==> src/rtl/hazard_controller_pkg.sv <==
// Shared types and constants for the pipeline hazard controller: state and action
// encodings, the control-vector payload and the action decoder.
package hazard_controller_pkg;

  localparam int unsigned CNT_W_DEF       = 16;
  localparam int unsigned MEM_TIMEOUT_DEF = 255;
  localparam int unsigned REG_W           = 5;

  typedef enum logic [1:0] {
    ST_RUN        = 2'd0,
    ST_LOAD_STALL = 2'd1,
    ST_MEM_WAIT   = 2'd2,
    ST_ILLEGAL    = 2'd3
  } state_e;

  typedef enum logic [1:0] {
    ACT_NORMAL   = 2'd0,
    ACT_FREEZE   = 2'd1,
    ACT_BUBBLE   = 2'd2,
    ACT_REDIRECT = 2'd3
  } action_e;

  typedef struct packed {
    logic pc_write;
    logic ifid_write;
    logic idex_write;
    logic exmem_write;
    logic if_flush;
    logic id_flush;
    logic pc_sel;
  } ctrl_t;

  // Expand an abstract action into the per-register control vector.
  function automatic ctrl_t action_ctrl(action_e act);
    ctrl_t c;
    c = '{pc_write: 1'b1, ifid_write: 1'b1, idex_write: 1'b1, exmem_write: 1'b1,
          if_flush: 1'b0, id_flush: 1'b0, pc_sel: 1'b0};
    case (act)
      ACT_FREEZE: begin
        c.pc_write    = 1'b0;
        c.ifid_write  = 1'b0;
        c.idex_write  = 1'b0;
        c.exmem_write = 1'b0;
      end
      ACT_BUBBLE: begin
        c.pc_write   = 1'b0;
        c.ifid_write = 1'b0;
        c.id_flush   = 1'b1;
      end
      ACT_REDIRECT: begin
        c.pc_sel   = 1'b1;
        c.if_flush = 1'b1;
      end
      default: ;
    endcase
    return c;
  endfunction

endpackage

==> src/rtl/hazard_controller_if.sv <==
// Hazard inputs from the pipeline and control/statistics outputs back to it.
interface hazard_controller_if
  import hazard_controller_pkg::*;
#(
  parameter int unsigned CNT_W = CNT_W_DEF
);

  logic             IDEX_MemoryRead;
  logic [REG_W-1:0] IDEX_rd;
  logic [REG_W-1:0] IFID_rs1;
  logic [REG_W-1:0] IFID_rs2;
  logic             IFID_use_rs1;
  logic             IFID_use_rs2;
  logic             branch_taken;
  logic             dmem_req;
  logic             dmem_ready;
  logic             cnt_clr;

  logic             PCWrite;
  logic             IFIDWrite;
  logic             IDEXWrite;
  logic             EXMEMWrite;
  logic             IF_flush;
  logic             ID_flush;
  logic             PCSel;
  logic [CNT_W-1:0] stall_count;
  logic [CNT_W-1:0] flush_count;
  logic             mem_timeout_err;
  logic [1:0]       state_o;

  modport master (
    output IDEX_MemoryRead, IDEX_rd, IFID_rs1, IFID_rs2, IFID_use_rs1, IFID_use_rs2,
           branch_taken, dmem_req, dmem_ready, cnt_clr,
    input  PCWrite, IFIDWrite, IDEXWrite, EXMEMWrite, IF_flush, ID_flush, PCSel,
           stall_count, flush_count, mem_timeout_err, state_o
  );

  modport slave (
    input  IDEX_MemoryRead, IDEX_rd, IFID_rs1, IFID_rs2, IFID_use_rs1, IFID_use_rs2,
           branch_taken, dmem_req, dmem_ready, cnt_clr,
    output PCWrite, IFIDWrite, IDEXWrite, EXMEMWrite, IF_flush, ID_flush, PCSel,
           stall_count, flush_count, mem_timeout_err, state_o
  );

endinterface

==> src/rtl/hazard_controller_sat_counter.sv <==
// Saturating event counter with synchronous clear; clear beats increment.
module sat_counter #(
  parameter int unsigned WIDTH = 16
) (
  input  logic             clk,
  input  logic             reset,
  input  logic             clr,
  input  logic             inc,
  output logic [WIDTH-1:0] q
);

  always_ff @(posedge clk) begin
    if (reset || clr) begin
      q <= '0;
    end else if (inc && (q != '1)) begin
      q <= q + WIDTH'(1);
    end
  end

endmodule

==> src/rtl/hazard_controller.sv <==
// Pipeline hazard scheduler: arbitrates memory wait, load-use and taken-branch
// into one control vector per cycle and keeps stall/flush statistics.
module hazard_controller
  import hazard_controller_pkg::*;
#(
  parameter int unsigned CNT_W       = CNT_W_DEF,
  parameter int unsigned MEM_TIMEOUT = MEM_TIMEOUT_DEF
) (
  input  logic              clk,
  input  logic              reset,
  hazard_controller_if.slave bus
);

  localparam int unsigned WAIT_W = $clog2(MEM_TIMEOUT + 1);

  state_e            state_q, state_d;
  logic [WAIT_W-1:0] wait_cnt_q, wait_cnt_d;
  logic              timeout_err_q;
  logic              timeout_c;
  logic              lu_c;
  logic              mem_stall_c;
  logic              wait_expired_c;
  action_e           act_c;
  ctrl_t             ctrl_c;
  logic [CNT_W-1:0]  stall_count_q;
  logic [CNT_W-1:0]  flush_count_q;

  assign lu_c = bus.IDEX_MemoryRead && (bus.IDEX_rd != '0) &&
                ((bus.IFID_use_rs1 && (bus.IDEX_rd == bus.IFID_rs1)) ||
                 (bus.IFID_use_rs2 && (bus.IDEX_rd == bus.IFID_rs2)));
  assign mem_stall_c    = bus.dmem_req && !bus.dmem_ready;
  assign wait_expired_c = (wait_cnt_q == WAIT_W'(MEM_TIMEOUT));

  always_ff @(posedge clk) begin
    if (reset) begin
      state_q    <= ST_RUN;
      wait_cnt_q <= '0;
    end else begin
      state_q    <= state_d;
      wait_cnt_q <= wait_cnt_d;
    end
  end

  always_comb begin
    state_d    = ST_RUN;
    wait_cnt_d = wait_cnt_q;
    timeout_c  = 1'b0;
    case (state_q)
      ST_RUN, ST_LOAD_STALL: begin
        if (mem_stall_c) begin
          state_d    = ST_MEM_WAIT;
          wait_cnt_d = WAIT_W'(1);
        end else if ((state_q == ST_RUN) && lu_c) begin
          state_d = ST_LOAD_STALL;
        end
      end
      ST_MEM_WAIT: begin
        if (bus.dmem_ready) begin
          wait_cnt_d = '0;
        end else if (wait_expired_c) begin
          wait_cnt_d = '0;
          timeout_c  = 1'b1;
        end else begin
          state_d    = ST_MEM_WAIT;
          wait_cnt_d = wait_cnt_q + WAIT_W'(1);
        end
      end
      default: ;
    endcase
  end

  // Load-use is only honoured from RUN so a stall costs exactly one bubble.
  always_comb begin
    act_c = ACT_NORMAL;
    case (state_q)
      ST_RUN: begin
        if (mem_stall_c)           act_c = ACT_FREEZE;
        else if (lu_c)             act_c = ACT_BUBBLE;
        else if (bus.branch_taken) act_c = ACT_REDIRECT;
      end
      ST_LOAD_STALL: begin
        if (mem_stall_c)           act_c = ACT_FREEZE;
        else if (bus.branch_taken) act_c = ACT_REDIRECT;
      end
      ST_MEM_WAIT: begin
        if (!bus.dmem_ready && !wait_expired_c) act_c = ACT_FREEZE;
      end
      default: ;
    endcase
    ctrl_c = reset ? ctrl_t'('0) : action_ctrl(act_c);
  end

  always_ff @(posedge clk) begin
    if (reset) begin
      timeout_err_q <= 1'b0;
    end else if (timeout_c) begin
      timeout_err_q <= 1'b1;
    end else if (bus.cnt_clr) begin
      timeout_err_q <= 1'b0;
    end
  end

  sat_counter #(.WIDTH(CNT_W)) u_stall_cnt (
    .clk   (clk),
    .reset (reset),
    .clr   (bus.cnt_clr),
    .inc   (!ctrl_c.pc_write),
    .q     (stall_count_q)
  );

  sat_counter #(.WIDTH(CNT_W)) u_flush_cnt (
    .clk   (clk),
    .reset (reset),
    .clr   (bus.cnt_clr),
    .inc   (ctrl_c.if_flush),
    .q     (flush_count_q)
  );

  assign bus.PCWrite         = ctrl_c.pc_write;
  assign bus.IFIDWrite       = ctrl_c.ifid_write;
  assign bus.IDEXWrite       = ctrl_c.idex_write;
  assign bus.EXMEMWrite      = ctrl_c.exmem_write;
  assign bus.IF_flush        = ctrl_c.if_flush;
  assign bus.ID_flush        = ctrl_c.id_flush;
  assign bus.PCSel           = ctrl_c.pc_sel;
  assign bus.stall_count     = stall_count_q;
  assign bus.flush_count     = flush_count_q;
  assign bus.mem_timeout_err = timeout_err_q;
  assign bus.state_o         = 2'(state_q);

endmodule

==> src/flat_wrapper.sv <==
// flat-port wrapper written by rule: the top's interface ports become plain ports
module hazard_controller_flat import hazard_controller_pkg::*;
#(
  parameter int unsigned CNT_W       = CNT_W_DEF,
  parameter int unsigned MEM_TIMEOUT = MEM_TIMEOUT_DEF
)
  (clk, reset, bus_IDEX_MemoryRead, bus_IDEX_rd, bus_IFID_rs1, bus_IFID_rs2, bus_IFID_use_rs1, bus_IFID_use_rs2, bus_branch_taken, bus_dmem_req, bus_dmem_ready, bus_cnt_clr, bus_PCWrite, bus_IFIDWrite, bus_IDEXWrite, bus_EXMEMWrite, bus_IF_flush, bus_ID_flush, bus_PCSel, bus_stall_count, bus_flush_count, bus_mem_timeout_err, bus_state_o);
  hazard_controller_if #(.CNT_W(CNT_W)) bus_i ();
  input  logic clk;
  input  logic reset;
  input wire logic [$bits(bus_i.IDEX_MemoryRead)-1:0] bus_IDEX_MemoryRead;
  input wire logic [$bits(bus_i.IDEX_rd)-1:0] bus_IDEX_rd;
  input wire logic [$bits(bus_i.IFID_rs1)-1:0] bus_IFID_rs1;
  input wire logic [$bits(bus_i.IFID_rs2)-1:0] bus_IFID_rs2;
  input wire logic [$bits(bus_i.IFID_use_rs1)-1:0] bus_IFID_use_rs1;
  input wire logic [$bits(bus_i.IFID_use_rs2)-1:0] bus_IFID_use_rs2;
  input wire logic [$bits(bus_i.branch_taken)-1:0] bus_branch_taken;
  input wire logic [$bits(bus_i.dmem_req)-1:0] bus_dmem_req;
  input wire logic [$bits(bus_i.dmem_ready)-1:0] bus_dmem_ready;
  input wire logic [$bits(bus_i.cnt_clr)-1:0] bus_cnt_clr;
  output wire logic [$bits(bus_i.PCWrite)-1:0] bus_PCWrite;
  output wire logic [$bits(bus_i.IFIDWrite)-1:0] bus_IFIDWrite;
  output wire logic [$bits(bus_i.IDEXWrite)-1:0] bus_IDEXWrite;
  output wire logic [$bits(bus_i.EXMEMWrite)-1:0] bus_EXMEMWrite;
  output wire logic [$bits(bus_i.IF_flush)-1:0] bus_IF_flush;
  output wire logic [$bits(bus_i.ID_flush)-1:0] bus_ID_flush;
  output wire logic [$bits(bus_i.PCSel)-1:0] bus_PCSel;
  output wire logic [$bits(bus_i.stall_count)-1:0] bus_stall_count;
  output wire logic [$bits(bus_i.flush_count)-1:0] bus_flush_count;
  output wire logic [$bits(bus_i.mem_timeout_err)-1:0] bus_mem_timeout_err;
  output wire logic [$bits(bus_i.state_o)-1:0] bus_state_o;
  assign bus_i.IDEX_MemoryRead = bus_IDEX_MemoryRead;
  assign bus_i.IDEX_rd = bus_IDEX_rd;
  assign bus_i.IFID_rs1 = bus_IFID_rs1;
  assign bus_i.IFID_rs2 = bus_IFID_rs2;
  assign bus_i.IFID_use_rs1 = bus_IFID_use_rs1;
  assign bus_i.IFID_use_rs2 = bus_IFID_use_rs2;
  assign bus_i.branch_taken = bus_branch_taken;
  assign bus_i.dmem_req = bus_dmem_req;
  assign bus_i.dmem_ready = bus_dmem_ready;
  assign bus_i.cnt_clr = bus_cnt_clr;
  assign bus_PCWrite = bus_i.PCWrite;
  assign bus_IFIDWrite = bus_i.IFIDWrite;
  assign bus_IDEXWrite = bus_i.IDEXWrite;
  assign bus_EXMEMWrite = bus_i.EXMEMWrite;
  assign bus_IF_flush = bus_i.IF_flush;
  assign bus_ID_flush = bus_i.ID_flush;
  assign bus_PCSel = bus_i.PCSel;
  assign bus_stall_count = bus_i.stall_count;
  assign bus_flush_count = bus_i.flush_count;
  assign bus_mem_timeout_err = bus_i.mem_timeout_err;
  assign bus_state_o = bus_i.state_o;
  hazard_controller #(.CNT_W(CNT_W), .MEM_TIMEOUT(MEM_TIMEOUT)) u_core (.clk(clk), .reset(reset), .bus(bus_i));
endmodule
==> config.mk <==
export PLATFORM = sky130hd
export DESIGN_NAME = hazard_controller_flat
export DESIGN_NICKNAME = d
export VERILOG_FILES = /design/src/rtl/hazard_controller_pkg.sv /design/src/rtl/hazard_controller_if.sv /design/src/rtl/hazard_controller_sat_counter.sv /design/src/rtl/hazard_controller.sv /design/src/flat_wrapper.sv
export SDC_FILE = /design/constraint.sdc
export NUM_CORES = 1
export LEC_CHECK = 0
export CAP_MARGIN = 40
export CORE_ASPECT_RATIO = 1.2
export CORE_MARGIN = 4
export CORE_UTILIZATION = 49
export DETAILED_ROUTE_END_ITERATION = 12
export PLACE_DENSITY_LB_ADDON = 0.08
export SYNTH_ARGS = -nofsm -noshare
export SYNTH_HDL_FRONTEND = slang
export SYNTH_HIERARCHICAL = 1
export SYNTH_SLANG_ARGS = --single-unit
==> constraint.sdc <==
create_clock -name clk -period 4.2 [get_ports clk]
set_input_delay 0.84 -clock clk [delete_from_list [all_inputs] [get_ports clk]]
set_output_delay 0.84 -clock clk [all_outputs]
set_load 0.005 [all_outputs]
==> impl_metrics.tcl, run 1 <==
set metrics [dict create \
    pwr-share-clk_pct 33.2 \
    cts_buffers 5 \
    synthesis.nets 315 \
    hold_path_class "register to register" \
    synth_area_per_cell_um2 8.80 \
    synth_common_cells "dfxtp_1, nor2_1, a21oi_1, nand2_1" \
    grt_pass1_wl_mm 9.79 \
    irDropWorstVdd_uv 173 \
    postCtsSetupRepairBufs 0 \
    arrival_ns 3.19 \
    n_antenna_cell 0 \
    cts_max_path_buffers 2 \
    rr_worst_depth 11 \
    synth_area_mm2 0.00251 \
    cp_slowest_stage_delay_ns 0.56 \
    yosysUniqueCellTypes 49 \
    hold_viol 0 \
    worst_pin_slew_ns 0.646 \
    powerDensity_mw_per_mm2 234 \
    final.period_utilization_pct 95.9 \
    synth_edf_count 0 \
    post-synth-top-count-cell "dfxtp_1" \
    cts_root_buffer "clkbuf_8" \
    synth_area_leaders "dfxtp_1, a21oi_1, nor2_1" \
    maxCapViolCount 0 \
    leakagePower_nw 1.23 \
    finalMaxSlewViolations 0 \
    period_needed_ns 4.03 \
    drive_gt1_share_pct 11.3 \
    syn2layout_area_growth_pct 33.6 \
    maxSlewHeadroom_pct 56.8 \
    yosysTopAreaCell "dfxtp_1" \
    worstPathMaxFanout 3 \
    rsz0062_at_grt "no" \
    drt_iter0_markers 76 \
    cpMostUsedCell "clkdlybuf4s50_1" \
    gp_congestion 0.786 \
    nets 384 \
    synth_top_cell_area_share_pct 34.3 \
    critPathCaptureType "output pin" \
    setup_violations 0 \
    place_area_mm2 0.00324 \
    io_pins 66 \
    worstHoldStart "u_core/bus.mem_timeout_err$_SDFFE_PP0P_" \
    crit_chain "clkdlybuf4s50_1 > or4_4 > o2111ai_4 > nor2_1 > a21oi_2 > ha_1 > nor2b_2 > clkdlybuf4s50_1" \
    ff2ff_setup_slack_ns 1.19 \
    portBuffers 65 \
    grt_pass1_vias 2216 \
    clock_skew_ns 0.00390 \
    cts_tree "yes" \
    cts_sinks 43 \
    routed_wl_mm 6.01 \
    ys_warn_count 6 \
    synth_seq_cells 43 \
    remaining_drc_errors 0 \
    antenna_found_initial 0 \
    p_seq_share_pct 53.1 \
    hold_depth 2 \
    cp-start-kind "input port" \
    synth-main-ff-cell "dfxtp_1" \
    clkTransAtPathRegs_ns 0.08 \
    dp_hpwl_mm 4.53 \
    die_w_um 73.3 \
    crit_type "input port to output pin" \
    grt_overflow 0 \
    h-tree-depth 2 \
    clkLatencyLatePin_ns 0.29 \
    die-area_mm2 0.00633 \
    combPwrFrac_pct 13.7 \
    final_area_mm2 0.00335 \
    p_int_w 0.000587 \
    start_util_pct 50.8 \
    die_y_um 86.4 \
    hold_end "u_core/bus.mem_timeout_err$_SDFFE_PP0P_" \
    vias 2434 \
    cp_slowest_cell "or4_4" \
    synth_cells 285 \
    finalSetupTns_ns 0 \
    p_switching_w 0.000197 \
    detail-route-antenna-nets 0 \
    r2r_start "u_core/bus.state_o[1]$_SDFF_PP0_" \
    wire_per_inst_um 14.5 \
    p_sw_share_pct 25.1 \
    dr.pass1.iters 4 \
    fmax_mhz 248 \
    core_area_mm2 0.00494 \
    track_usage_pct 19.0 \
    vias_per_cell 5.87 \
    r2r-end "u_core/u_stall_cnt/q[6]$_SDFFE_PP0P_" \
    synth_seq_area_share_pct 34.3 \
    status "completed" \
    fillers 411 \
    synthArstFlopShare_pct 0 \
    grt_max_degree 16 \
    num_rows 28 \
    ctsHoldBuffers 0 \
    crit_required_ns 3.36 \
]
==> cell type report <==
type / instances / area, um2 / share of cell area, %
timing repair buffer: 73 / 716 / 21.4
inverter: 6 / 22.5 / 0.672
clock buffer: 6 / 72.6 / 2.17
sequential: 43 / 861 / 25.7
clock inverter: 2 / 12.5 / 0.373
tap: 60 / 75.1 / 2.24
multi-input combinational: 225 / 1590 / 47.5
==> registers in the layout, summed over array words and instances (netlist names) <==
signal and cells:
u_core/wait_cnt_q 8, u_core/bus.mem_timeout_err 1, u_core/u_flush_cnt/q 16, u_core/u_stall_cnt/q 16, u_core/bus.state_o 2
==> per-layer routing <==
layer	track usage, %	wire, um	up-vias
met5	0	0	-
met4	7.41	80	0
met3	2.78	229	8
met2	34.4	3120	44
met1	22.2	2580	1156
li1	-	-	1226
==> cell usage in the layout, fill, tap and decap left out, types with 3 or more instances in the layout <==
cell	n
nand3_1	11
buf_4	8
or4_4	3
nor2_1	29
ha_1	6
nand2_1	15
nand4_1	12
o21ai_0	12
o31ai_1	6
inv_1	6
or4_1	6
a41o_1	8
nor3_1	3
a21oi_1	21
and2_1	4
and4_1	9
clkbuf_8	5
a31oi_1	6
clkdlybuf4s50_1	63
xnor2_1	12
dfxtp_1	43
or3_1	10
xor2_1	9
==> critical path: cells and delay by family <==
family                     cells  cell delay (ns)
AOI/OAI and AO/OA              2             0.40
buffers and inverters          2             0.96
and+or+nand+nor                3             0.83
adders and majority gates      1             0.16
==> worst max-delay path by stage <==
| stage | startpoint | to | slack [ns] | depth (start not counted) |
|---|---|---|---|---|
| 6_report | bus_IDEX_rd[1] | bus_PCSel | 0.17 | 8 |
| 5_1_grt | bus_IDEX_rd[2] | bus_PCSel | 0.03 | 9 |
| 4_1_cts | bus_IDEX_rd[1] | bus_PCSel | 0.05 | 8 |
| 3_5_place_dp | bus_IDEX_rd[1] | bus_PCSel | 0.06 | 8 |
| 3_3_place_gp | bus_IDEX_rd[1] | bus_PCSel | 0.10 | 8 |
| 2_1_floorplan | bus_IDEX_rd[1] | bus_PCSel | 0.75 | 7 |
==> what timing repair did <==
| item | CTS | global route |
|---|---|---|
| setup endpoints to repair | 0 | 4 |
| endpoints found under the hold margin | 0 | 0 |
| resized for setup | 0 | 6 |
==> logic make-up after synthesis <==
logic type | count (synthesis) | share of synthesized area [%]
XOR/XNOR | 21 | 7.33
buffers and inverters | 17 | 3.09
AO/OA/AOI/OAI | 74 | 21.4
adder cells (fa/ha/maj) | 6 | 2.99
AND/OR/NAND/NOR | 124 | 30.8
flip-flops | 43 | 34.3
==> per-stage QoR <==
step | std cells | util [%] | setup slack (ns) | total power (W) | hold slack (ns)
floorplan | 285 | - | 0.746 | 0.000480 | 0.467
global placement | 407 | 65.6 | 0.101 | 0.000530 | 0.469
detailed placement | 407 | 65.6 | 0.0586 | 0.000532 | 0.480
CTS | 415 | 67.3 | 0.0523 | 0.000792 | 0.505
global route | 415 | 67.8 | 0.0277 | 0.000820 | 0.537
finish | 415 | 67.8 | 0.174 | 0.000783 | 0.494
==> power by group through the flow <==
stage          clock (W)  combinational (W)  sequential, W
2_1_floorplan          0          0.0000551       0.000425
3_3_place_gp           0           0.000105       0.000425
3_5_place_dp           0           0.000106       0.000425
4_1_cts         0.000270           0.000107       0.000416
5_1_grt         0.000286           0.000118       0.000417
6_report        0.000260           0.000107       0.000416
Power figures use the tool's default switching activity.
==> inputs of run 2 (changes only) <==
Settings changed: CORE_MARGIN 4 to 8.
==> run 2 against run 1 <==
- sequential share of layout area decreased by 0.20 points
- clock-buffer cell count unchanged
- fmax decreased by 1.6%
- worst hold slack improved by 0.0099 ns
- core utilization increased by 0.53 points
- via count increased by 0.99%
- sequential power about the same
- routed wire length increased by 6.2%
- critical path type unchanged
==> impl_metrics.tcl, run 2 (synthesis gave the netlist of run 1 again) <==
set metrics [dict create \
    io_pins 66 \
    dp_hpwl_mm 4.81 \
    hold_path_class "register to register" \
    final_common_cell "clkdlybuf4s50_1" \
    gp_congestion 0.851 \
    status "completed" \
    critPathCaptureType "output pin" \
    cp-start-kind "input port" \
    vias 2458 \
    p_seq_share_pct 49.7 \
    crit_type "input port to output pin" \
    arrival_ns 3.25 \
    wire_per_inst_um 15.3 \
    n_antenna_cell 0 \
    cts_sinks 43 \
    num_rows 28 \
    powerDensity_mw_per_mm2 248 \
    hold_viol 0 \
    syn2layout_area_growth_pct 34.6 \
    worst_pin_slew_ns 0.628 \
    irDropWorstVdd_uv 226 \
    cts_tree "yes" \
    clkLatencyLatePin_ns 0.29 \
    detail-route-antenna-nets 0 \
    period_needed_ns 4.09 \
    cts_root_buffer "clkbuf_8" \
    track_usage_pct 16.6 \
    power_w 0.000836 \
    reg_top3 "u_core/u_flush_cnt/q x16, u_core/u_stall_cnt/q x16, u_core/wait_cnt_q x8" \
    grt_pass1_vias 2336 \
    remaining_drc_errors 0 \
    drt_iter0_markers 82 \
    nets 386 \
    leakagePower_nw 1.23 \
    p_switching_w 0.000190 \
    finalSetupTns_ns 0 \
    clkTransAtPathRegs_ns 0.08 \
    die-area_mm2 0.00767 \
    cts_buffers 5 \
    pwr-share-clk_pct 37.0 \
    start_util_pct 50.8 \
    cts_max_path_buffers 2 \
    maxCapViolCount 0 \
    ctsHoldBuffers 0 \
    h-tree-depth 2 \
    clock_skew_ns 0.00503 \
    finalMaxSlewViolations 0 \
    grt_overflow 0 \
    crit_required_ns 3.36 \
    p_sw_share_pct 22.7 \
    maxSlewHeadroom_pct 57.8 \
    grt_pass1_wl_mm 10.4 \
    antenna_found_initial 0 \
    p_int_w 0.000646 \
    final_cell_mix "clkdlybuf4s50_1, dfxtp_1, nor2_1" \
    grt_max_degree 16 \
    drive_gt1_share_pct 11.2 \
    worstPathMaxFanout 3 \
    final.period_utilization_pct 97.4 \
    setup_violations 0 \
    die_y_um 94.4 \
    die_w_um 81.3 \
    routed_wl_mm 6.38 \
    portBuffers 65 \
    fmax_mhz 244 \
    fillers 436 \
    vias_per_cell 5.91 \
    combPwrFrac_pct 13.2 \
    core_area_mm2 0.00494 \
    dr.pass1.iters 4 \
]
[run 2: cell types whose count changed in the layout (fill, tap and decap cells not counted)]
cell	change
a21oi_1	+1
clkinvlp_4	-1
bufinv_16	+1
clkdlybuf4s50_1	+1
clkinv_2	-1
dlymetal6s2s_1	-1
buf_4	+2
a21oi_2	-1
[run 2: critical path: stages]
cell	delay, ns
clkdlybuf4s50_1	0.41
or4_4	0.55
o2111ai_4	0.23
nor2_1	0.09
a21o_1	0.18
ha_1	0.28
nand2b_1	0.09
inv_1	0.08
clkdlybuf4s50_1	0.50
[run 2: power by group through the flow]
stage	clock (W)	combinational [W]	sequential (W)
finish	0.000310	0.000110	0.000416
floorplan	0	0.0000551	0.000425
detailed placement	0	0.000108	0.000426
CTS	0.000318	0.000108	0.000416
global route	0.000336	0.000122	0.000417
global placement	0	0.000105	0.000425
[run 2: repair_timing]
item	in CTS	in global routing
resized for setup	0	4
buffers inserted	0	1
endpoints found under the setup margin	0	4
[run 2: path summary, 6_finish.rpt]
kind                                           from                                    to  slack [ns]  cells after the start
setup reg to reg   u_core/bus.state_o[1]$_SDFF_PP0_  u_core/u_stall_cnt/q[6]$_SDFFE_PP0P_        1.09                     12
hold reg to reg   u_core/wait_cnt_q[1]$_SDFFE_PP0P_     u_core/wait_cnt_q[1]$_SDFFE_PP0P_        0.50                      2
hold / removal    u_core/wait_cnt_q[1]$_SDFFE_PP0P_     u_core/wait_cnt_q[1]$_SDFFE_PP0P_        0.50                      2
setup / recovery                     bus_IDEX_rd[1]                         bus_IFIDWrite        0.11                      9
[run 2: stage by stage]
step	cells	utilization, %	setup slack, ns	area (um2)	hold WS, ns
floorplan	285	-	0.746	2510	0.467
finish	416	68.4	0.108	3380	0.504
detailed placement	408	65.7	0.0788	3250	0.494
CTS	415	67.8	0.0678	3350	0.506
global route	416	68.4	-0.0197	3380	0.533
global placement	408	65.7	0.106	3250	0.482
[run 2: layout make-up]
class                   instances  area (um2)  share of cell area, %
multi-input cells             225        1590                   47.0
flip-flops and latches         43         861                   25.5
repair buffers                 75         728                   21.6
well taps                      60        75.1                   2.22
clock buffers                   6        72.6                   2.15
clock inverters                 1        30.0                  0.889
inverters                       6        22.5                  0.667
[run 2: per-layer routing]
| metal | up-vias | global-route usage, % | routed length, um |
|---|---|---|---|
| li1 | 1235 | - | - |
| met4 | 0 | 4.33 | 43 |
| met3 | 4 | 3.71 | 303 |
| met5 | - | 0 | 0 |
| met1 | 1162 | 18.4 | 2710 |
| met2 | 57 | 30.4 | 3320 |
